==> src/rtl/grad_abs_bin_pipe.sv <==
// Three-stage multi-lane gradient unit: |gx|/|gy| with saturation, L1 or max+min/2
// magnitude, and a 9-bin (20 deg) unsigned orientation index, behind a global-stall handshake.
module grad_abs_bin_pipe #(
  parameter int unsigned DATA_WIDTH = 8,
  parameter int unsigned LANES      = 1
) (
  input  logic                             clk,
  input  logic                             rst,
  input  logic                             in_valid,
  output logic                             in_ready,
  input  logic                             mag_mode,
  input  logic [LANES*(DATA_WIDTH+1)-1:0]  gx_in,
  input  logic [LANES*(DATA_WIDTH+1)-1:0]  gy_in,
  output logic                             out_valid,
  input  logic                             out_ready,
  output logic [LANES*DATA_WIDTH-1:0]      abs_gx,
  output logic [LANES*DATA_WIDTH-1:0]      abs_gy,
  output logic [LANES*(DATA_WIDTH+1)-1:0]  mag,
  output logic [LANES*4-1:0]               bin,
  output logic [LANES-1:0]                 sat
);

  localparam int unsigned DW = DATA_WIDTH;
  localparam int unsigned GW = DATA_WIDTH + 1;
  localparam int unsigned PW = DATA_WIDTH + 11;
  localparam int unsigned NT = 4;

  // tan(20/40/60/80 deg) in Q8
  function automatic logic [PW-1:0] tan_q8(input int unsigned idx);
    case (idx)
      0:       return PW'(93);
      1:       return PW'(215);
      2:       return PW'(443);
      default: return PW'(1452);
    endcase
  endfunction

  // {sat, |x|}; the most negative code clamps to all-ones
  function automatic logic [DW:0] abs_sat(input logic [GW-1:0] x);
    logic [GW-1:0] neg;
    neg = -x;
    if (x == {1'b1, {DW{1'b0}}}) return {1'b1, {DW{1'b1}}};
    else if (x[DW])              return {1'b0, neg[DW-1:0]};
    else                         return {1'b0, x[DW-1:0]};
  endfunction

  logic w_advance;
  assign w_advance = !out_valid || out_ready;
  assign in_ready  = w_advance;

  logic [LANES-1:0][GW-1:0] w_gx, w_gy;
  logic [LANES-1:0][DW-1:0] w_ax, w_ay;
  logic [LANES-1:0]         w_satx, w_saty, w_upper, w_zero;

  always_comb begin
    w_gx    = gx_in;
    w_gy    = gy_in;
    w_ax    = '0;
    w_ay    = '0;
    w_satx  = '0;
    w_saty  = '0;
    w_upper = '0;
    w_zero  = '0;
    for (int l = 0; l < LANES; l++) begin
      {w_satx[l], w_ax[l]} = abs_sat(w_gx[l]);
      {w_saty[l], w_ay[l]} = abs_sat(w_gy[l]);
      w_upper[l] = (w_gx[l][DW] ^ w_gy[l][DW]) && (|w_gx[l]) && (|w_gy[l]);
      w_zero[l]  = !(|w_gx[l]) && !(|w_gy[l]);
    end
  end

  logic                     r_s1_valid, r_s1_mode;
  logic [LANES-1:0][DW-1:0] r_s1_ax, r_s1_ay;
  logic [LANES-1:0]         r_s1_sat, r_s1_upper, r_s1_zero;

  always_ff @(posedge clk) begin
    if (rst) begin
      r_s1_valid <= 1'b0;
      r_s1_mode  <= 1'b0;
      r_s1_ax    <= '0;
      r_s1_ay    <= '0;
      r_s1_sat   <= '0;
      r_s1_upper <= '0;
      r_s1_zero  <= '0;
    end else if (w_advance) begin
      r_s1_valid <= in_valid;
      r_s1_mode  <= mag_mode;
      r_s1_ax    <= w_ax;
      r_s1_ay    <= w_ay;
      r_s1_sat   <= w_satx | w_saty;
      r_s1_upper <= w_upper;
      r_s1_zero  <= w_zero;
    end
  end

  logic [LANES-1:0][DW-1:0] w_max, w_min;
  logic [LANES-1:0][GW-1:0] w_mag;
  logic [LANES-1:0][PW-1:0] w_p;
  logic [LANES-1:0][NT-1:0] w_ge;

  // P = |gy|<<8 against |gx|*T, full-width products
  always_comb begin
    w_max = '0;
    w_min = '0;
    w_mag = '0;
    w_p   = '0;
    w_ge  = '0;
    for (int l = 0; l < LANES; l++) begin
      w_max[l] = (r_s1_ax[l] > r_s1_ay[l]) ? r_s1_ax[l] : r_s1_ay[l];
      w_min[l] = (r_s1_ax[l] > r_s1_ay[l]) ? r_s1_ay[l] : r_s1_ax[l];
      w_mag[l] = r_s1_mode ? GW'(w_max[l]) + GW'(w_min[l] >> 1)
                           : GW'(r_s1_ax[l]) + GW'(r_s1_ay[l]);
      w_p[l]   = PW'({r_s1_ay[l], 8'd0});
      for (int t = 0; t < NT; t++) begin
        w_ge[l][t] = w_p[l] >= PW'(r_s1_ax[l]) * tan_q8(t);
      end
    end
  end

  logic                     r_s2_valid;
  logic [LANES-1:0][DW-1:0] r_s2_ax, r_s2_ay;
  logic [LANES-1:0][GW-1:0] r_s2_mag;
  logic [LANES-1:0][NT-1:0] r_s2_ge;
  logic [LANES-1:0]         r_s2_sat, r_s2_upper, r_s2_zero;

  always_ff @(posedge clk) begin
    if (rst) begin
      r_s2_valid <= 1'b0;
      r_s2_ax    <= '0;
      r_s2_ay    <= '0;
      r_s2_mag   <= '0;
      r_s2_ge    <= '0;
      r_s2_sat   <= '0;
      r_s2_upper <= '0;
      r_s2_zero  <= '0;
    end else if (w_advance) begin
      r_s2_valid <= r_s1_valid;
      r_s2_ax    <= r_s1_ax;
      r_s2_ay    <= r_s1_ay;
      r_s2_mag   <= w_mag;
      r_s2_ge    <= w_ge;
      r_s2_sat   <= r_s1_sat;
      r_s2_upper <= r_s1_upper;
      r_s2_zero  <= r_s1_zero;
    end
  end

  // gx==0 yields s=4 naturally since every product is zero
  logic [LANES-1:0][2:0] w_s;
  logic [LANES-1:0][3:0] w_bin;

  always_comb begin
    w_s   = '0;
    w_bin = '0;
    for (int l = 0; l < LANES; l++) begin
      w_s[l] = 3'(r_s2_ge[l][0]) + 3'(r_s2_ge[l][1]) + 3'(r_s2_ge[l][2]) + 3'(r_s2_ge[l][3]);
      if (r_s2_zero[l])       w_bin[l] = 4'd0;
      else if (r_s2_upper[l]) w_bin[l] = 4'd8 - 4'(w_s[l]);
      else                    w_bin[l] = 4'(w_s[l]);
    end
  end

  always_ff @(posedge clk) begin
    if (rst) begin
      out_valid <= 1'b0;
      abs_gx    <= '0;
      abs_gy    <= '0;
      mag       <= '0;
      bin       <= '0;
      sat       <= '0;
    end else if (w_advance) begin
      out_valid <= r_s2_valid;
      abs_gx    <= r_s2_ax;
      abs_gy    <= r_s2_ay;
      mag       <= r_s2_mag;
      bin       <= w_bin;
      sat       <= r_s2_sat;
    end
  end

endmodule

==> config.mk <==
export PLATFORM = sky130hd
export DESIGN_NAME = grad_abs_bin_pipe
export DESIGN_NICKNAME = d
export VERILOG_FILES = /design/src/rtl/grad_abs_bin_pipe.sv
export SDC_FILE = /design/constraint.sdc
export NUM_CORES = 1
export LEC_CHECK = 0
export ABC_AREA = 1
export CORE_MARGIN = 4
export CORE_UTILIZATION = 40
export DETAILED_ROUTE_END_ITERATION = 10
export PLACE_DENSITY_LB_ADDON = 0.1
export SLEW_MARGIN = 0
export SYNTH_ARGS = -nofsm -noshare
export SYNTH_HDL_FRONTEND = slang
export SYNTH_SLANG_ARGS = --single-unit
==> constraint.sdc <==
create_clock -name clk -period 14.1 [get_ports clk]
set_input_delay 4.23 -clock clk [delete_from_list [all_inputs] [get_ports clk]]
set_output_delay 4.23 -clock clk [all_outputs]
set_load 0.02 [all_outputs]
==> results_dict.tcl, run 1 <==
set metrics [dict create \
    cts_tree "built" \
    arrival_ns 6.24 \
    dpl.hpwl_um 21800 \
    first_pass_iters 5 \
    syn_avg_cell_area_um2 7.75 \
    ys_ff_latch 85 \
    clock-skew-final_ns 0.00896 \
    routed-wl-met3_um 692 \
    synth-seq-area-share_pct 16.6 \
    ys_types 51 \
    power_density_nw_per_um2 149 \
    synthesis.area_um2 10300 \
    grt.overflow.total 0 \
    grt_pass1_wl_um 44100 \
    portBuffers 54 \
    max-slew-margin-rel_pct 44.4 \
    period_share_pct 74.3 \
    p_leak_uw 0.00604 \
    cts_made_buffers 9 \
    path_class "in2out" \
    crit_path_frequent_cell "clkdlybuf4s50_1" \
    yosys_warnings 0 \
    setup_tns_ns 0 \
    final_nets 1659 \
    worst-path-buf-inv 4 \
    wl_met1_um 13500 \
    synth-edff-count 0 \
    finalSetupViolations 0 \
    grt_use_total_pct 19.5 \
    rows 58 \
    worst_hold_path_type "reg2reg" \
    tightest_slew_ns 0.831 \
    rsz0062_at_grt "false" \
    start_kind "input port" \
    max_freq_ghz 0.0955 \
    ctsRootBufferMaster "clkbuf_16" \
    crit_path_top_delay_cell "clkdlybuf4s50_1" \
    start_util_pct 40.7 \
    final_layout_size_suffix_gt1_share_pct 3.86 \
    area_growth_pct 12.0 \
    path_cells "clkdlybuf4s50_1 > nor2_4 > buf_4 > inv_2 > clkdlybuf4s50_1" \
    diodes 0 \
    wl_met2_um 12700 \
    maxCapViolCount 0 \
    path_clk_slew_ns 0.07 \
    h-tree-depth 3 \
    grt_start_max_net_pins 69 \
    synth_cells 1324 \
    synthArstFlopShare_pct 0 \
    peakVddDrop_mv 0.0927 \
    cts.sinks 85 \
    postCtsResizedCells 0 \
    post_cts_buffers 0 \
    end_kind "output port" \
    avgViaCountPerCell 5.00 \
    die-height_um 168 \
    wl_um 27500 \
    fin_util_pct 45.6 \
    hold_violations 0 \
    run_status "completed" \
    ant_nets 0 \
    critPathMaxStageDelay_ns 0.62 \
    fillCellCount 2580 \
    clockBufferDepth 2 \
    wl_per_cell_um 16.1 \
    synth-main-ff-cell "dfxtp_1" \
    cp_data_required_time_ns 9.87 \
    drtIter0Drc 548 \
    syn_nets 1614 \
    fp.dieArea_um2 28300 \
    fin_crit_ns 10.47 \
    mostFrequentLayoutCells "inv_1 (237), ha_1 (197), nand2_1 (162)" \
    slew_violations 0 \
    p_total_uw 1710 \
    fp.coreArea_um2 25200 \
    drc_errors 0 \
    antenna_found_initial 0 \
    hold_buffers 0 \
    ios 55 \
    highest_layer "met4" \
    clk_latency_ns 0.34 \
    gp_congestion 0.870 \
    vias 8515 \
    cpLargestDelayFamily "buffers and inverters" \
    crit_fanout 60 \
    final_common_cell "inv_1" \
    chipWidth_um 168 \
    first_global_vias 8339 \
]
-- worst register-to-register path, delay by kind of cell (launching register included) --
kind | cells | cell delay, ns
buf+inv | 4 | 0.68
xor+xnor | 2 | 0.54
fa+ha+maj | 6 | 2.49
simple gates | 10 | 1.08
compound gates | 3 | 0.57
flops | 1 | 0.31
-- synth_stat cells (2+ instances only) --
cell,number,area share (%)
a211oi_1,4,0.29
a21o_1,5,0.37
a21oi_1,107,5.2
a221oi_1,11,0.94
a22oi_1,2,0.15
a31oi_1,5,0.31
a32oi_1,2,0.17
buf_1,4,0.15
buf_2,8,0.39
buf_4,2,0.15
clkbuf_1,17,0.62
dfxtp_1,85,17
fa_1,70,14
ha_1,197,24
inv_1,238,8.7
nand2_1,162,5.9
nand3_1,39,1.9
nand3_2,2,0.20
nand3b_1,4,0.29
nand4_1,9,0.55
nor2_1,125,4.6
nor3_1,12,0.59
nor3_2,3,0.29
nor4_1,3,0.18
o211ai_1,10,0.73
o21a_1,3,0.22
o21ai_0,92,4.5
o21ai_1,6,0.29
o21ai_2,2,0.17
o21bai_1,4,0.29
o221ai_1,3,0.26
o31ai_1,2,0.15
or2_2,8,0.49
xnor2_1,17,1.5
xor2_1,45,3.8
-- final timing paths --
check                                              start                 endpoint  slack, ns  depth (start not counted)
worst max-delay path                           out_ready                 in_ready       3.63                          5
worst min-delay path            r_s2_mag[0]$_SDFFE_PP0P_      mag[0]$_SDFFE_PP0P_       0.44                          2
worst max register to register   r_s1_ax[6]$_SDFFE_PP0P_  r_s2_ge[3]$_SDFFE_PP0P_       8.33                         25
worst min register to register  r_s2_mag[0]$_SDFFE_PP0P_      mag[0]$_SDFFE_PP0P_       0.44                          2
-- kinds of logic (layout without fill, tap and decap cells) --
group	count (synthesis)	after routing	synth area share, %
buf+inv	271	321	10.2
compound gates	266	266	14.8
fa+ha+maj	267	267	37.7
simple gates	373	373	15.4
xor+xnor	62	62	5.30
flops	85	85	16.6
-- area by class of cell --
cell class / instances / area, um2 / area share [%]
multi-input combinational: 968 / 7520 / 65.4
clock buffer: 9 / 225 / 1.96
timing repair buffer: 66 / 631 / 5.49
sequential: 85 / 1700 / 14.8
tap: 330 / 413 / 3.59
inverter: 239 / 897 / 7.81
clock inverter: 7 / 105 / 0.915
-- layer usage --
layer  GRT usage, %  up-vias
li1               -     4432
met1           27.2     3931
met4           5.01        0
met5              0        -
met3           1.29       32
met2           33.0      120
-- report_power, final --
part / total (uW) / switching, uW / internal (uW)
registers: 287 / 22.6 / 265
logic: 1160 / 696 / 464
clock network: 263 / 105 / 158
-- state kept, by name, summed over array words and instances (netlist names), 4 cells and up --
register  count
r_s2_ax       8
r_s2_ge       4
abs_gy        8
r_s2_ay       8
mag           9
r_s1_ax       8
abs_gx        8
r_s2_mag      9
r_s1_ay       8
bin           4
-- stage by stage --
| stage | instance area [um2] | instances | setup WS, ns | hold slack (ns) |
|---|---|---|---|---|
| after floorplan | 10300 | 1324 | 4.96 | 0.420 |
| after global routing | 11500 | 1704 | 3.49 | 0.481 |
| final | 11500 | 1704 | 3.63 | 0.445 |
| after CTS | 11500 | 1704 | 3.61 | 0.447 |
| after detailed placement | 11200 | 1688 | 3.61 | 0.435 |
| after global placement | 11200 | 1688 | 3.62 | 0.432 |
Power figures use the tool's default switching activity.
==> run 2, diff against run 1 <==
==> constraint.sdc (replaced) <==
create_clock -name clk -period 10.77 [get_ports clk]
set_input_delay 3.231 -clock clk [delete_from_list [all_inputs] [get_ports clk]]
set_output_delay 3.231 -clock clk [all_outputs]
set_load 0.02 [all_outputs]
==> results_dict.tcl, run 2 (same netlist as run 1, synthesis figures left out) <==
set metrics [dict create \
    run_status "completed" \
    cp_data_required_time_ns 7.54 \
    reg2reg_slack_ns 5.08 \
    tightest_slew_ns 0.837 \
    final_layout_size_suffix_gt1_share_pct 3.86 \
    first_global_vias 8432 \
    highest_layer "met4" \
    clk_latency_ns 0.34 \
    setup_tns_ns 0 \
    regArea_um2 1700 \
    ctsRootBufferMaster "clkbuf_16" \
    area_growth_pct 11.7 \
    rows 58 \
    worst_hold_path_type "reg2reg" \
    r2r-start "r_s1_ax[6]$_SDFFE_PP0P_" \
    max_freq_ghz 0.125 \
    hold_end "mag[0]$_SDFFE_PP0P_" \
    crit_fanout 27 \
    vias 8504 \
    start_kind "input port" \
    path_clk_slew_ns 0.07 \
    ios 55 \
    p_leak_uw 0.00602 \
    ant_nets 0 \
    wl_per_cell_um 16.1 \
    holdPathStages 2 \
    post_cts_buffers 0 \
    grt_use_total_pct 19.6 \
    path_class "in2out" \
    chipWidth_um 168 \
    diodes 0 \
    rsz0062_at_grt "false" \
    max-slew-margin-rel_pct 44.1 \
    finalSetupViolations 0 \
    first_pass_iters 4 \
    h-tree-depth 3 \
    fin_crit_ns 8.02 \
    end_kind "output port" \
    drtIter0Drc 546 \
    final_common_cell "inv_1" \
    clockBufferDepth 2 \
    wl_met1_um 13200 \
    hold_violations 0 \
    dpl.hpwl_um 21900 \
    antenna_found_initial 0 \
    wl_met2_um 12800 \
    routed-wl-met3_um 829 \
    final_nets 1659 \
    cts_made_buffers 9 \
    grt_start_max_net_pins 68 \
    hp-start "r_s2_mag[0]$_SDFFE_PP0P_" \
    avgViaCountPerCell 4.99 \
    fp.dieArea_um2 28300 \
    p_total_uw 2200 \
    arrival_ns 4.79 \
    fp.coreArea_um2 25200 \
    reg_top3 "mag (9), r_s2_mag (9)" \
    rr_worst_depth 25 \
    portBuffers 54 \
    reg2reg_to "r_s2_ge[3]$_SDFFE_PP0P_" \
    dp_slack_ns 2.72 \
    slew_violations 0 \
    peakVddDrop_mv 0.107 \
    gp_congestion 0.912 \
    cts.sinks 85 \
    hold_buffers 0 \
    mostFrequentLayoutCells "inv_1 (237), ha_1 (197), nand2_1 (162)" \
    fillCellCount 2592 \
    grt.overflow.total 0 \
    power_density_nw_per_um2 192 \
    worst_slack_ns 2.75 \
    postCtsResizedCells 0 \
    die-height_um 168 \
    drc_errors 0 \
    multi_input_area_um2 7520 \
    clock-skew-final_ns 0.00825 \
    wl_um 27400 \
    start_util_pct 40.7 \
    cts_tree "built" \
    maxCapViolCount 0 \
    grt_pass1_wl_um 44600 \
    period_share_pct 74.5 \
]
run 2: stage by stage:
stage / cell area, um2 / util (%) / cells / hold slack, ns
2_1_floorplan: 10300 / - / 1324 / 0.420
3_3_place_gp: 11200 / 44.3 / 1688 / 0.435
3_5_place_dp: 11200 / 44.3 / 1688 / 0.437
4_1_cts: 11500 / 45.5 / 1704 / 0.448
5_1_grt: 11500 / 45.5 / 1704 / 0.476
6_report: 11500 / 45.5 / 1704 / 0.448
run 2: critical path, cell delays in order:
cell and delay, ns:
clkdlybuf4s50_1 0.50, nor2_4 0.05, inv_2 0.31, clkdlybuf4s50_1 0.69
run 2: final cells by class:
cell class | count | area share (%)
multi-input cells | 968 | 65.6
well taps | 330 | 3.60
flip-flops and latches | 85 | 14.9
clock buffers | 9 | 1.97
inverters | 239 | 7.83
repair buffers | 66 | 5.50
clock inverters | 7 | 0.655
run 2: per-layer routing:
| layer | track usage [%] | vias to the layer above |
|---|---|---|
| li1 | - | 4431 |
| met1 | 27.0 | 3896 |
| met2 | 33.5 | 144 |
| met3 | 1.74 | 33 |
| met4 | 4.94 | 0 |
| met5 | 0 | - |
run 2: power breakdown:
| group | total, uW | switching [uW] | leakage (uW) | internal, uW |
|---|---|---|---|---|
| clock | 311 | 146 | 0.000145 | 165 |
| sequential | 376 | 29.3 | 0.000700 | 347 |
| combinational | 1520 | 912 | 0.00517 | 606 |
run 2: how the worst max path moves through the flow:
stage               startpoint       end  slack (ns)  cells after the start
finish               out_ready  in_ready        2.75                      4
global route         out_ready  in_ready        2.66                      4
CTS                  out_ready  in_ready        2.72                      4
detailed placement   out_ready  in_ready        2.72                      4
global placement     out_ready  in_ready        2.73                      4
floorplan            out_ready  in_ready        3.63                      4
==> run 3, diff against run 2 <==
==> constraint.sdc (replaced) <==
create_clock -name clk -period 8.38 [get_ports clk]
set_input_delay 2.514 -clock clk [delete_from_list [all_inputs] [get_ports clk]]
set_output_delay 2.514 -clock clk [all_outputs]
set_load 0.02 [all_outputs]
==> results_dict.tcl, run 3 (same netlist as run 1, synthesis figures left out) <==
set metrics [dict create \
    ctsRootBufferMaster "clkbuf_16" \
    hold_violations 0 \
    period_share_pct 79.1 \
    drc_errors 0 \
    cts_tree "built" \
    start_kind "input port" \
    cts_made_buffers 9 \
    path_clk_slew_ns 0.07 \
    arrival_ns 4.12 \
    clk_latency_ns 0.34 \
    clockBufferDepth 2 \
    post_cts_buffers 0 \
    first_pass_iters 6 \
    chipWidth_um 168 \
    grt_use_total_pct 19.7 \
    reg_top3 "mag (9), r_s2_mag (9)" \
    final_layout_size_suffix_gt1_share_pct 3.72 \
    wl_um 28000 \
    wl_per_cell_um 16.4 \
    dpl.hpwl_um 22200 \
    worst_slack_ns 1.75 \
    dp_slack_ns 1.75 \
    start_util_pct 40.7 \
    gp_congestion 0.880 \
    h-tree-depth 3 \
    fin_crit_ns 6.63 \
    postCtsResizedCells 0 \
    first_global_vias 8355 \
    maxCapViolCount 0 \
    end_kind "output port" \
    max_freq_ghz 0.151 \
    crit_fanout 30 \
    cp_data_required_time_ns 5.87 \
    diodes 0 \
    area_growth_pct 12.1 \
    final_common_cell "inv_1" \
    portBuffers 54 \
    max-slew-margin-rel_pct 40.8 \
    hold_buffers 0 \
    setup_tns_ns 0 \
    rows 58 \
    tightest_slew_ns 0.886 \
    avgViaCountPerCell 5.06 \
    run_status "completed" \
    peakVddDrop_mv 0.153 \
    vias 8605 \
    grt_start_max_net_pins 65 \
    final_nets 1657 \
    fp.dieArea_um2 28300 \
    antenna_found_initial 0 \
    drtIter0Drc 514 \
    grt_pass1_wl_um 44700 \
    ant_nets 0 \
    p_leak_uw 0.00603 \
    die-height_um 168 \
    fp.coreArea_um2 25200 \
    clock-skew-final_ns 0.00984 \
    finalSetupViolations 0 \
    mostFrequentLayoutCells "inv_1 (237), ha_1 (197), nand2_1 (162)" \
    power_density_nw_per_um2 254 \
    cts.sinks 85 \
    fillCellCount 2563 \
    slew_violations 0 \
    rsz0062_at_grt "false" \
    worst_hold_path_type "reg2reg" \
    grt.overflow.total 0 \
    ios 55 \
    path_class "in2out" \
]
## run 3: per-layer routing
| layer | vias up | GRT usage (%) | wire [um] |
|---|---|---|---|
| li1 | 4431 | - | - |
| met1 | 3960 | 26.9 | 13100 |
| met2 | 173 | 33.4 | 13000 |
| met3 | 41 | 2.21 | 1140 |
| met4 | 0 | 5.33 | 738 |
| met5 | - | 0 | 0 |
## run 3: cell type report
type                    count  area, um2  area share, %
clock buffers               9        225           1.96
well taps                 330        413           3.59
inverters                 239        897           7.80
multi-input cells         968       7520           65.4
clock inverters             7        129           1.12
flip-flops and latches     85       1700           14.8
repair buffers             64        616           5.35
## run 3: power breakdown
part | leakage [uW] | switching (uW) | total, uW | internal [uW]
Sequential | 0.000700 | 43.3 | 489 | 446
Clock | 0.000170 | 177 | 474 | 297
Combinational | 0.00516 | 1170 | 1950 | 780
## run 3: worst max-delay path, cell delays in order
cell and delay (ns):
clkdlybuf4s50_1 0.50, nor2_4 0.06, inv_2 0.34, clkdlybuf4s50_1 0.69
## run 3: through the flow
stage	total power [uW]	hold slack, ns	utilization, %	instances	instance area (um2)
finish	2920	0.447	45.7	1702	11500
global route	3290	0.460	45.7	1702	11500
CTS	2960	0.452	45.7	1702	11500
detailed placement	2470	0.440	44.3	1686	11100
global placement	2450	0.434	44.3	1686	11100
floorplan	2000	0.420	-	1324	10300
## run 3: final timing paths
check,cells past startpoint,endpoint,slack (ns),startpoint
hold reg to reg,2,mag[0]$_SDFFE_PP0P_,0.45,r_s2_mag[0]$_SDFFE_PP0P_
hold / removal,2,mag[0]$_SDFFE_PP0P_,0.45,r_s2_mag[0]$_SDFFE_PP0P_
setup reg to reg,27,r_s2_ge[3]$_SDFFE_PP0P_,2.84,r_s1_ax[6]$_SDFFE_PP0P_
setup / recovery,4,in_ready,1.75,out_ready
